==> src/rtl/element_ram_pkg.sv <==
// Shared types and constants for the element RAM arbiter.
package element_ram_pkg;

  localparam int unsigned ELEM_ADDR_W = 5;
  localparam int unsigned ELEM_DATA_W = 32;

  typedef enum logic [1:0] {
    StIdle = 2'd0,
    StGntA = 2'd1,
    StGntB = 2'd2
  } arb_state_e;

  localparam logic PORT_A = 1'b0;
  localparam logic PORT_B = 1'b1;

endpackage

==> src/rtl/element_ram_arbiter_if.sv <==
// One requester's view of the element RAM arbiter; rdata is the shared RAM output.
interface element_ram_arbiter_if #(
  parameter int unsigned ADDR_W = 5,
  parameter int unsigned DATA_W = 32
);
  logic              req;
  logic [ADDR_W-1:0] addr;
  logic [DATA_W-1:0] data;
  logic              wren;
  logic              grant;
  logic              rvalid;
  logic [DATA_W-1:0] rdata;

  modport master (output req, addr, data, wren, input grant, rvalid, rdata);
  modport slave  (input req, addr, data, wren, output grant, rvalid, rdata);
endinterface

==> src/rtl/element_ram_burst_counter.sv <==
// Counts owner accesses since the last grant change, saturating at MAX_BURST.
module element_ram_burst_counter #(
  parameter int unsigned MAX_BURST = 16
) (
  input  logic clk,
  input  logic program_reset,
  input  logic clear,
  input  logic inc,
  output logic limit
);
  localparam int unsigned CntW = $clog2(MAX_BURST + 1);
  localparam logic [CntW-1:0] MaxCnt = CntW'(MAX_BURST);
  localparam logic [CntW-1:0] PreMax = CntW'(MAX_BURST - 1);

  logic [CntW-1:0] count_q;

  always_ff @(posedge clk or posedge program_reset) begin
    if (program_reset) begin
      count_q <= '0;
    end else if (clear) begin
      count_q <= '0;
    end else if (inc && (count_q != MaxCnt)) begin
      count_q <= count_q + 1'b1;
    end
  end

  // Includes the access in flight so the owner is stopped right after its last allowed access.
  assign limit = (count_q == MaxCnt) || (inc && (count_q == PreMax));

endmodule

==> src/rtl/element_ram_arbiter.sv <==
// Two-port arbiter for the single-port element RAM.
// Define ELEMENT_RAM_RR_EN for round-robin contests from idle; otherwise port A has priority.
module element_ram_arbiter
  import element_ram_pkg::*;
#(
  parameter int unsigned ADDR_W    = ELEM_ADDR_W,
  parameter int unsigned DATA_W    = ELEM_DATA_W,
  parameter int unsigned MAX_BURST = 16
) (
  input  logic              clk,
  input  logic              program_reset,
  element_ram_arbiter_if.slave a_port,
  element_ram_arbiter_if.slave b_port,
  input  logic [DATA_W-1:0] element_q,
  output logic [ADDR_W-1:0] element_addr,
  output logic [DATA_W-1:0] element_data,
  output logic              element_wren,
  output logic              busy
);
  arb_state_e state_q, state_d;
  logic a_grant_q, b_grant_q, a_rvalid_q, b_rvalid_q;
  logic a_acc, b_acc, limit, pick_b;

  assign a_acc = a_grant_q & a_port.req;
  assign b_acc = b_grant_q & b_port.req;

`ifdef ELEMENT_RAM_RR_EN
  logic last_owner_q;

  always_ff @(posedge clk or posedge program_reset) begin
    if (program_reset) begin
      last_owner_q <= PORT_B;
    end else if (state_d == StGntA) begin
      last_owner_q <= PORT_A;
    end else if (state_d == StGntB) begin
      last_owner_q <= PORT_B;
    end
  end

  assign pick_b = (last_owner_q == PORT_A);
`else
  assign pick_b = 1'b0;
`endif

  always_comb begin
    state_d = state_q;
    case (state_q)
      StIdle: begin
        if (a_port.req && b_port.req) state_d = pick_b ? StGntB : StGntA;
        else if (a_port.req)          state_d = StGntA;
        else if (b_port.req)          state_d = StGntB;
      end
      StGntA: begin
        if (!a_port.req || (limit && b_port.req)) state_d = b_port.req ? StGntB : StIdle;
      end
      StGntB: begin
        if (!b_port.req || (limit && a_port.req)) state_d = a_port.req ? StGntA : StIdle;
      end
      default: state_d = StIdle;
    endcase
  end

  element_ram_burst_counter #(
    .MAX_BURST(MAX_BURST)
  ) u_burst_counter (
    .clk          (clk),
    .program_reset(program_reset),
    .clear        (state_d != state_q),
    .inc          (a_acc | b_acc),
    .limit        (limit)
  );

  // Read tags are registered per port so a read completes even across a handover.
  always_ff @(posedge clk or posedge program_reset) begin
    if (program_reset) begin
      state_q    <= StIdle;
      a_grant_q  <= 1'b0;
      b_grant_q  <= 1'b0;
      a_rvalid_q <= 1'b0;
      b_rvalid_q <= 1'b0;
    end else begin
      state_q    <= state_d;
      a_grant_q  <= (state_d == StGntA);
      b_grant_q  <= (state_d == StGntB);
      a_rvalid_q <= a_acc & ~a_port.wren;
      b_rvalid_q <= b_acc & ~b_port.wren;
    end
  end

  assign a_port.grant  = a_grant_q;
  assign b_port.grant  = b_grant_q;
  assign a_port.rvalid = a_rvalid_q;
  assign b_port.rvalid = b_rvalid_q;
  assign a_port.rdata  = element_q;
  assign b_port.rdata  = element_q;

  assign element_addr = b_grant_q ? b_port.addr : a_port.addr;
  assign element_data = b_grant_q ? b_port.data : a_port.data;
  assign element_wren = (a_acc & a_port.wren) | (b_acc & b_port.wren);
  assign busy         = a_grant_q | b_grant_q;

endmodule

==> src/flat_wrapper.sv <==
// flat-port wrapper written by rule: the top's interface ports become plain ports
module element_ram_arbiter_flat import element_ram_pkg::*;
#(
  parameter int unsigned ADDR_W    = ELEM_ADDR_W,
  parameter int unsigned DATA_W    = ELEM_DATA_W,
  parameter int unsigned MAX_BURST = 16
)
  (clk, program_reset, element_q, element_addr, element_data, element_wren, busy, a_port_req, a_port_addr, a_port_data, a_port_wren, a_port_grant, a_port_rvalid, a_port_rdata, b_port_req, b_port_addr, b_port_data, b_port_wren, b_port_grant, b_port_rvalid, b_port_rdata);
  element_ram_arbiter_if #(.ADDR_W(ADDR_W), .DATA_W(DATA_W)) a_port_i ();
  element_ram_arbiter_if #(.ADDR_W(ADDR_W), .DATA_W(DATA_W)) b_port_i ();
  input  logic clk;
  input  logic program_reset;
  input  logic [DATA_W-1:0] element_q;
  output logic [ADDR_W-1:0] element_addr;
  output logic [DATA_W-1:0] element_data;
  output logic element_wren;
  output logic busy;
  input wire logic [$bits(a_port_i.req)-1:0] a_port_req;
  input wire logic [$bits(a_port_i.addr)-1:0] a_port_addr;
  input wire logic [$bits(a_port_i.data)-1:0] a_port_data;
  input wire logic [$bits(a_port_i.wren)-1:0] a_port_wren;
  output wire logic [$bits(a_port_i.grant)-1:0] a_port_grant;
  output wire logic [$bits(a_port_i.rvalid)-1:0] a_port_rvalid;
  output wire logic [$bits(a_port_i.rdata)-1:0] a_port_rdata;
  input wire logic [$bits(b_port_i.req)-1:0] b_port_req;
  input wire logic [$bits(b_port_i.addr)-1:0] b_port_addr;
  input wire logic [$bits(b_port_i.data)-1:0] b_port_data;
  input wire logic [$bits(b_port_i.wren)-1:0] b_port_wren;
  output wire logic [$bits(b_port_i.grant)-1:0] b_port_grant;
  output wire logic [$bits(b_port_i.rvalid)-1:0] b_port_rvalid;
  output wire logic [$bits(b_port_i.rdata)-1:0] b_port_rdata;
  assign a_port_i.req = a_port_req;
  assign a_port_i.addr = a_port_addr;
  assign a_port_i.data = a_port_data;
  assign a_port_i.wren = a_port_wren;
  assign a_port_grant = a_port_i.grant;
  assign a_port_rvalid = a_port_i.rvalid;
  assign a_port_rdata = a_port_i.rdata;
  assign b_port_i.req = b_port_req;
  assign b_port_i.addr = b_port_addr;
  assign b_port_i.data = b_port_data;
  assign b_port_i.wren = b_port_wren;
  assign b_port_grant = b_port_i.grant;
  assign b_port_rvalid = b_port_i.rvalid;
  assign b_port_rdata = b_port_i.rdata;
  element_ram_arbiter #(.ADDR_W(ADDR_W), .DATA_W(DATA_W), .MAX_BURST(MAX_BURST)) u_core (.clk(clk), .program_reset(program_reset), .a_port(a_port_i), .b_port(b_port_i), .element_q(element_q), .element_addr(element_addr), .element_data(element_data), .element_wren(element_wren), .busy(busy));
endmodule
==> config.mk <==
export PLATFORM = sky130hd
export DESIGN_NAME = element_ram_arbiter_flat
export DESIGN_NICKNAME = d
export VERILOG_FILES = /design/src/rtl/element_ram_pkg.sv /design/src/rtl/element_ram_arbiter_if.sv /design/src/rtl/element_ram_burst_counter.sv /design/src/rtl/element_ram_arbiter.sv /design/src/flat_wrapper.sv
export SDC_FILE = /design/constraint.sdc
export NUM_CORES = 1
export LEC_CHECK = 0
export CAP_MARGIN = 20
export CORE_AREA = 2 2 85 87
export CTS_CLUSTER_DIAMETER = 60
export CTS_CLUSTER_SIZE = 14
export DETAILED_ROUTE_END_ITERATION = 8
export DIE_AREA = 0 0 87 89
export GPL_TIMING_DRIVEN = 0
export PLACE_DENSITY = 0.78
export SYNTH_ARGS = -nofsm -noshare
export SYNTH_HDL_FRONTEND = slang
export SYNTH_SLANG_ARGS = --single-unit
==> constraint.sdc <==
create_clock -name clk -period 4.2 [get_ports clk]
set_input_delay 0.63 -clock clk [delete_from_list [all_inputs] [get_ports clk]]
set_output_delay 0.63 -clock clk [all_outputs]
set_load 0.01 [all_outputs]
; ---- Yosys cells after proc, flatten, opt, wreduce, memory -nomap -nowiden
; Cells that the tools add are included.
[classes]
addsub = 1
eq_ne = 8
mux = 12
bitwise = 11
n_reduce_logical = 12
[ops]
columns = operator, count
row1 = 32-bit 2-to-1 mux, 1
row2 = 5-bit 2-to-1 mux, 3
row3 = 2-bit 2-to-1 mux, 6
row4 = 1-bit AND, 6
row5 = 2-bit case mux with 3 select lines, 1
row6 = "5-bit by 1-bit adder with 5-bit output, second input constant", 1
row7 = "5-bit by 4-bit equality test with 1-bit output, second input constant", 1
row8 = "5-bit equality test, second input constant", 1
row9 = 1-bit logical AND, 5
row10 = "5-bit != test, second input constant", 1
row11 = "2-bit by 1-bit equality test with 1-bit output, second input constant", 2
row12 = "2-bit equality test, second input constant", 2
row13 = 1-bit logical OR, 3
row14 = 1-bit bitwise OR, 3
row15 = 1-bit zero test, 2
row16 = 2-bit zero test, 1
row17 = 2-bit != test, 1
row18 = 1-bit NOT, 2
row19 = 2-bit nonzero test, 1
row20 = 1-bit 2-to-1 mux, 1
[totals]
ff_bits = 11
input_bits = 112
out_inout_bits = 107
elab_cells = 50

; ---- Logic depth before layout (Yosys ltp)
; Gate-level depths: netlist (run 1).
[logic_depth]
word_depth = 10
mapped_depth = 6
mapped_depth_nobuf = 5

; ---- Modules after synthesis
; From an unflattened synthesis (run 1), not the netlist that was laid out.
[unflattened]
cells_unflattened = 168
area_unflattened_um2 = 1547.7
[modules_own_cells]
columns = mod, n_inst, cells_each, area_per_inst_um2, seq_area_each_um2
row1 = element_ram_arbiter, 1, 137, 1228.7, 150.1
row2 = element_ram_burst_counter, 1, 31, 319.1, 125.1

; ---- Worst setup path before layout (run 1)
; No wires, ideal clock.
[synth_path]
kind = reg2out
start = register u_core.b_grant_q, in the netlist u_core.b_port.grant
end = output element_addr[0]
arrival_time_ns = 1.219
required_time_ns = 3.570
path_slack_ns = 2.351
path_stages_with_launch = 4
path_buffers = 2
cell_sequence = dfrtp_1 -> buf_4 -> clkbuf_1 -> mux2_2
[synth_via]
elab_chain_len = 1
[synth_lines]
columns = element, line
row1 = start: declaration, element_ram_arbiter.sv:21  ; logic a_grant_q, b_grant_q, a_rvalid_q, b_rvalid_q;
row2 = start signal: assignment, element_ram_arbiter.sv:84  ; b_grant_q <= (state_d == StGntB);
row3 = 5-bit 2-to-1 mux, element_ram_arbiter.sv:97  ; assign element_addr = b_grant_q ? b_port.addr : a_port.addr;
row4 = end: declaration, flat_wrapper.sv:14  ; output logic [ADDR_W-1:0] element_addr;
; Every way passes these cells.

; ---- Final worst setup path (run 1)
[layout_path]
start = input b_port_req
end = output element_wren
[layout_via]
elab_chain_len = 3
[layout_lines]
columns = element, line
row1 = start: declaration, flat_wrapper.sv:25  ; input wire logic [$bits(b_port_i.req)-1:0] b_port_req;
row2 = 1-bit AND, element_ram_arbiter.sv:25  ; assign b_acc = b_grant_q & b_port.req;
row3 = 1-bit AND, element_ram_arbiter.sv:99  ; assign element_wren = (a_acc & a_port.wren) | (b_acc & b_port.wren);
row4 = 1-bit bitwise OR, element_ram_arbiter.sv:99
row5 = end: declaration, flat_wrapper.sv:16  ; output logic element_wren;
; Every way passes these cells.

==> results of run 1 <==
-- sequential cells by signal, indices dropped and copies added, names as in the netlist --
register / count
u_core.u_burst_counter.count_q: 5
u_core.state_q: 2
u_core.a_port.grant: 1
u_core.a_port.rvalid: 1
u_core.b_port.grant: 1
u_core.b_port.rvalid: 1
-- worst min-delay path: stages, from the launching register on --
cell,delay (ns)
dfrtp_1,0.45
nand2_1,0.09
nor2_1,0.03
-- stage by stage --
stage	power, W	setup slack, ns	area [um^2]	cells
after floorplan	0.0003598	2.351	1613	174
after global placement	0.0006236	1.513	3565	439
after detailed placement	0.0006301	1.513	3565	439
after CTS	0.0007445	1.498	3610	443
after global routing	0.0007799	1.432	3610	443
final	0.0007379	1.514	3610	443
-- cell families (layout without fill, tap and decap cells) --
logic type | Yosys count | after routing
fa+ha+maj | 3 | 3
simple gates | 24 | 24
mux | 37 | 37
buf+inv | 78 | 267
compound gates | 20 | 20
xor+xnor | 1 | 1
flops | 11 | 11
-- metal layers --
metal | track usage, % | wire length (um)
met2 | 31.02 | 3779
met1 | 17.10 | 2468
met3 | 3.601 | 664
met5 | 0 | 0
met4 | 6.534 | 174
-- power breakdown --
group / leakage (nW) / internal (W) / switching (W)
Combinational: 1.35 / 0.000322 / 0.000175
Sequential: 0.146 / 0.000117 / 0.0000129
Clock: 0.0228 / 0.0000670 / 0.0000443
Total: 1.52 / 0.000506 / 0.000232
-- layout make-up --
type,count,share of cell area (%)
timing repair buffer,185,51.30
multi-input combinational,85,21.39
buffer,72,15.04
sequential,11,7.626
tap,80,2.773
clock buffer,4,1.248
inverter,6,0.6239
-- synth_stat cells --
master / instances
a211oi_2: 1
buf_2: 3
and4bb_2: 1
a31oi_1: 1
a21o_2: 1
nand2_1: 7
nand3b_1: 3
a2111oi_0: 1
a221o_1: 1
a22oi_1: 4
or2_2: 1
xnor2_1: 1
clkbuf_8: 1
and3_1: 1
ha_1: 3
a21boi_0: 1
nor4bb_1: 1
a311oi_1: 4
a211oi_1: 1
nor2_1: 3
mux2_2: 37
nor4b_1: 1
buf_4: 65
o21ai_0: 3
a2bb2oi_1: 1
a22o_4: 1
clkbuf_1: 1
dfrtp_1: 11
nand3_1: 3
buf_6: 2
nor3b_1: 1
inv_1: 6
or3_2: 2
-- cells in the final DEF, fill, tap and decap left out, drive strengths merged, types with 4 or more instances in the layout --
master / instances
nand2: 7
clkbuf: 6
buf: 70
a22oi: 4
inv: 6
clkdlybuf4s50: 185
a311oi: 4
mux2: 37
dfrtp: 11
-- how the worst max path moves through the flow --
stage	startpoint	to	slack [ns]	cells after the start
2_1_floorplan	u_core.b_port.grant	element_addr[0]	2.35	3
3_3_place_gp	b_port_req	element_wren	1.51	5
3_5_place_dp	b_port_req	element_wren	1.51	5
4_1_cts	b_port_req	element_wren	1.50	5
5_1_grt	u_core.b_port.grant	element_data[30]	1.43	4
6_report	b_port_req	element_wren	1.51	5
==> key figures, run 1 <==
Outcome
  • Outcome: finished, final reports clean

Layout
  • P&R area growth vs syn: 123.8%
  • Fin nets: 479
  • Sequential Area: 275.3 um^2
  • Post-route core utilization: 53.72%
  • Filler Cells Inserted: between 600 and 700
  • Diodes inserted: 0
  • Share of layout cells above drive strength 1: between 30% and 40%
  • Multi-input logic area: 772.0 um^2

Route
  • Post-route ant nets: 0
  • First drt pass iteration count: 4
  • Post-Route WL: between 7000 and 8000 um
  • DR vias: 1934
  • Initial DRC count: between 40 and 50
  • Routed wire length per instance: 16.00 um
  • DRC viols: 0
  • Via-per-instance ratio: ~4.4

Logic synthesis
  • Mapped cell area: 1613 um^2
  • Largest family of logic cells by synthesized area: buffers and inverters
  • Ys Warns: 0
  • Post-synthesis mux area share: 25.83%
  • Leading area contributor after synthesis: buf_4
  • Synth Area in Compound Gates: 10.40%
  • FF+latch count, synth: 11
  • XOR/XNOR share of the synthesized area: 0.5431%
  • Synth unique cells: 33
  • Post-Syn Nets: 289
  • Avg Inst Size Synth: 9.269 um^2
  • Post-synth top area share: between 30 and 40%
  • Post-Syn Instances: 174
  • Top post-synthesis cells by area: buf_4 (30%), mux2_2 (26%), dfrtp_1 (17%)
  • Sequential area share after synthesis: 17.07%
  • Post-Synth Adder-Cell Area: 2.327%
  • Simple-Gate Fraction of Synth Area: about 8.8%

Timing
  • Endpoints failing setup: 0
  • Fin crit share: 63.94%
  • Slew Limit Headroom: 61.34%
  • Setup TNS: 0 ns
  • Tightest Pin Transition: 0.5653 ns
  • Maximum clock rate: 372.3 MHz
  • Fin Clk Skew: 0.005469 ns
  • Worst hold slack: ~0.60 ns
  • Post-layout min period: approximately 2.7 ns
  • RSZ-0062 raised after global routing: no
  • Hold Violations, Final: 0
  • Pins Over Slew Limit: 0

Place
  • GP Congestion: 0.7723
  • Detailed placer's ending HPWL: about 6000 um
  • IO buf count: 185

Clock tree
  • Htree depth: 1
  • CTS Buf Count: 3
  • CTS tree: done
  • Post-CTS Resized: 0
  • Clk sink count: 11
  • Clock-pin slew on the worst setup and hold paths: roughly 0.05 ns
  • Clock latency on the worst-skew pair: 0.25 ns
  • Postcts setup bufs: 0
  • Root Buffer: clkbuf_8
  • Clock tree buffer depth: 2
  • CTS Hold Bufs: 0

GRT
  • Vias in the first global route: 1947
  • Total congestion overflow: 0
  • Largest net degree at the start of global routing: 12
  • Overall routing resource usage: roughly 16%
  • Antenna violations before repair: 0
  • First-pass GRT wire length: 9777 um

Worst setup path
  • CP bufs+invs: 3
  • Worst path cell trace: clkdlybuf4s50_1, buf_6, nand3_1, nand2_1, clkdlybuf4s50_1
  • Worst Path Required: 3.57 ns
  • CP max stage cell: clkdlybuf4s50_1
  • Crit path kind: in -> out
  • Critical path's most frequent cell: clkdlybuf4s50_1
  • CP Capture Type: output port
  • Reg2reg start: u_core.u_burst_counter.count_q[0]
  • R2R Path End: u_core.state_q[1]
  • Largest stage delay on the critical path: 0.55 ns
  • Delay-heaviest family, CP: buffers and inverters
  • Flop2flop setup slack: 2.31 ns
  • Worst setup SP type: input pin
  • Worst EP arrival: 2.06 ns
  • Max FO, Critical Path: 10
  • Worst reg2reg path depth: 5

Job
  • Max Cap Viol: 0

Hold path
  • Hold crit path type: reg -> reg
  • Hold Path Stages: 2
  • Hold_sp: u_core.a_port.grant
  • WHS Endpoint: u_core.a_port.rvalid

Floorplan
  • Die span in y: 89 um
  • Initial core utilization: around 24%
  • Total I/O pin count: 219
  • CORE AREA: ~6700 um^2
  • DIE WIDTH: 87 um
  • Die ar.: roughly 7700 um^2
  • Cell Rows: 30

Pwr
  • PwrDens: 204.4 nW/um^2
  • Pleak: about 1.5 nW
  • Peak VDD IR: 0.09861 mV
No activity file was read; power rests on OpenSTA's default activity.
==> run 2, diff against run 1 <==
Settings changed: CORE_AREA 2 2 85 87 to not set, CORE_MARGIN set to 2, CORE_UTILIZATION set to 23, DIE_AREA 0 0 87 89 to not set, PLACE_DENSITY 0.78 to 0.79.
Clock period 4.2 ns to 2.17 ns, I/O delays scaled along.
==> run 2 against run 1 <==
Clock power rose by 93%. Register-to-register slack got worse by 2.1 ns. Clock-buffer cell count did not move. Utilization barely moved. Sequential power rose by 93%. Wire length fell by 4.9%. Via count fell by 1.1%. Global-route usage fell by 0.63 points. Combinational power rose by 97%. Worst setup slack got worse by 1.5 ns. Clock skew fell by 0.0019 ns. First-iteration DRC count rose by 40%.
==> key figures, run 2 (synthesis results as in run 1) <==
Outcome
  • Outcome: finished, final reports clean

Hold path
  • Hold_sp: a_port_req
  • Hold crit path type: in -> reg

Floorplan
  • Die span in y: 87.74 um (-1.4%)
  • CORE AREA: 6794 um^2 (+1.1%)
  • DIE WIDTH: 87.74 um (+0.85%)
  • Cell Rows: 30 (unchanged)
  • Die ar.: 7698 um^2 (-0.58%)
  • Initial core utilization: 23.74% (-0.27 points)
  • Total I/O pin count: 219 (unchanged)

Route
  • DR vias: 1912 (-1.1%)
  • Post-route ant nets: 0 (unchanged)
  • Initial DRC count: 66 (+40%)
  • Post-Route WL: 6741 um (-4.9%)
  • Routed wire length per instance: 14.69 um (-8.2%)
  • DRC viols: 0 (unchanged)
  • First drt pass iteration count: 5 (+1)
  • Via-per-instance ratio: 4.166 (-4.6%)

Timing
  • RSZ-0062 raised after global routing: no
  • Endpoints failing setup: 0 (unchanged)
  • Tightest Pin Transition: 0.6346 ns (+0.06929 ns)
  • Post-layout min period: between 2 and 2.5 ns
  • Maximum clock rate: 472.4 MHz
  • Hold Violations, Final: 0 (unchanged)
  • Fin crit share: 97.55%
  • Fin Clk Skew: 0.003591 ns (-0.001878 ns)
  • Setup TNS: 0 ns (unchanged)
  • Slew Limit Headroom: 56.60% (-4.7 points)
  • Fin worst setup slack: 0.05307 ns (-1.461 ns)
  • Pins Over Slew Limit: 0 (unchanged)

Layout
  • Top reg by flops: u_core.u_burst_counter.count_q
  • Leading registers by flop count: u_core.u_burst_counter.count_q: 5 flops, u_core.state_q: 2 flops
  • Commonest non-fill, non-tap cell in the layout: clkdlybuf4s50_1
  • Share of layout cells above drive strength 1: 32.78% (+0.28 points)
  • Post-route core utilization: 53.70% (about the same)
  • Fin nets: 479 (unchanged)
  • Layout Cells excl Fill: 459 (+3.6%)
  • Max reg flops: 5 (unchanged)
  • P&R area growth vs syn: 126.2%
  • Diodes inserted: 0 (unchanged)
  • Most frequent cells in the layout: clkdlybuf4s50_1 (185), buf_4 (67), mux2_2 (37), dfrtp_1 (11), nand2_1 (7)

Clock tree
  • Clock tree buffer depth: 2 (unchanged)
  • Clock latency on the worst-skew pair: 0.25 ns (about the same)
  • Clock-pin slew on the worst setup and hold paths: 0.05 ns (about the same)
  • Htree depth: 1 (unchanged)
  • Postcts setup bufs: 0 (unchanged)
  • Clk sink count: 11 (unchanged)
  • CTS Buf Count: 3 (unchanged)
  • CTS tree: done
  • Root Buffer: clkbuf_8

GRT
  • Vias in the first global route: 1939 (-0.41%)
  • Total congestion overflow: 0 (unchanged)
  • Antenna violations before repair: 0 (unchanged)
  • Largest net degree at the start of global routing: 12 (unchanged)
  • First-pass GRT wire length: 9266 um (-5.2%)
  • Overall routing resource usage: 15.58% (-0.63 points)

Place
  • Placement Setup Slack: 0.1005 ns (-1.412 ns)
  • IO buf count: 185 (unchanged)
  • GP Congestion: 0.8647 (+12%)
  • Detailed placer's ending HPWL: 5817 um (-3.3%)
  • Placed Cells: 455 (+3.6%)

Worst setup path
  • CP Capture Type: output port
  • Worst Path Required: 1.84 ns (-1.73 ns)
  • Max FO, Critical Path: 10 (unchanged)
  • Crit path kind: reg -> out
  • Largest stage delay on the critical path: 0.50 ns (-0.05 ns)
  • Reg2reg start: u_core.u_burst_counter.count_q[0]
  • Worst path cell trace: buf_4, buf_4, mux2_2, clkdlybuf4s50_1
  • Critical path's most frequent cell: buf_4
  • CP max stage cell: clkdlybuf4s50_1
  • Worst EP arrival: 1.79 ns (-0.27 ns)
  • Worst setup SP type: flip-flop
  • Crit path launch: u_core.b_port.grant

Pwr
  • PwrDens: 395.4 nW/um^2 (+93%)
  • Peak VDD IR: 0.1723 mV (+75%)
  • Pleak: 1.526 nW (+0.48%)

Job
  • Max Cap Viol: 0 (unchanged)
-- run 2: cell types whose count changed in the layout (fill, tap and decap cells not counted) --
cell      change
buf_6         +2
buf_2         -3
clkbuf_1      -1
buf_4         +2
-- run 2: per-stage QoR --
stage | area, um^2 | hold slack [ns] | total power [W]
after floorplan | 1613 | 0.1779 | 0.0006963
after global routing | 3649 | 0.3360 | 0.001513
after CTS | 3641 | 0.3196 | 0.001449
after detailed placement | 3585 | 0.5737 | 0.001220
after global placement | 3585 | 0.5659 | 0.001207
final | 3649 | 0.3206 | 0.001442
-- run 2: worst max-delay path: cells and delay by family (launching register included) --
family	cells	cell delay (ns)
muxes	1	0.35
DFF	1	0.34
buffers and inverters	3	0.85
-- run 2: layout make-up --
cell class	count	area (um^2)
Inverter	6	22.52
Multi-Input combinational cell	85	772.0
Timing Repair Buffer	185	1852
Tap cell	96	120.1
Clock buffer	4	45.04
Fill cell	616	3146
Buffer	72	561.8
Sequential cell	11	275.3
-- run 2: path summary, 6_finish.rpt --
kind	cells past startpoint	endpoint	slack [ns]
worst max-delay path	4	element_data[26]	0.05
worst min-delay path	2	u_core.state_q[1]	0.32
worst min register to register	2	u_core.a_port.rvalid	0.60
max in group asynchronous	2	u_core.state_q[1]	1.48
worst max register to register	5	u_core.b_port.grant	0.25
min in group asynchronous	2	u_core.u_burst_counter.count_q[0]	0.38
-- run 2: layer usage --
metal | routed length (um) | up-vias | track usage, % | part of all wire, %
li1 | - | 920 | - | -
met1 | 2380 | 870 | 16.36 | 35
met2 | 3605 | 116 | 30.10 | 53
met3 | 649 | 6 | 3.582 | 9.6
met4 | 105 | 0 | 5.315 | 1.6
met5 | 0 | - | 0 | 0
-- run 2: timing repair --
| item | in CTS | in global routing |
|---|---|---|
| hold buffers | 0 | 0 |
| resized for setup | 5 | 3 |
| endpoints found under the hold margin | 0 | 0 |
| setup endpoints to repair | 23 | 8 |
-- run 2: report_power, final --
group / switching, W / internal [W]
clock: 0.0000844 / 0.000130
sequential: 0.0000242 / 0.000226
combinational: 0.000342 / 0.000635
total: 0.000451 / 0.000991
==> run 3, diff against run 2 <==
Settings changed: CAP_MARGIN 20 to 30.
==> results of run 3 <==
The final DEF is identical to that of run 2; final timing and power are the same.
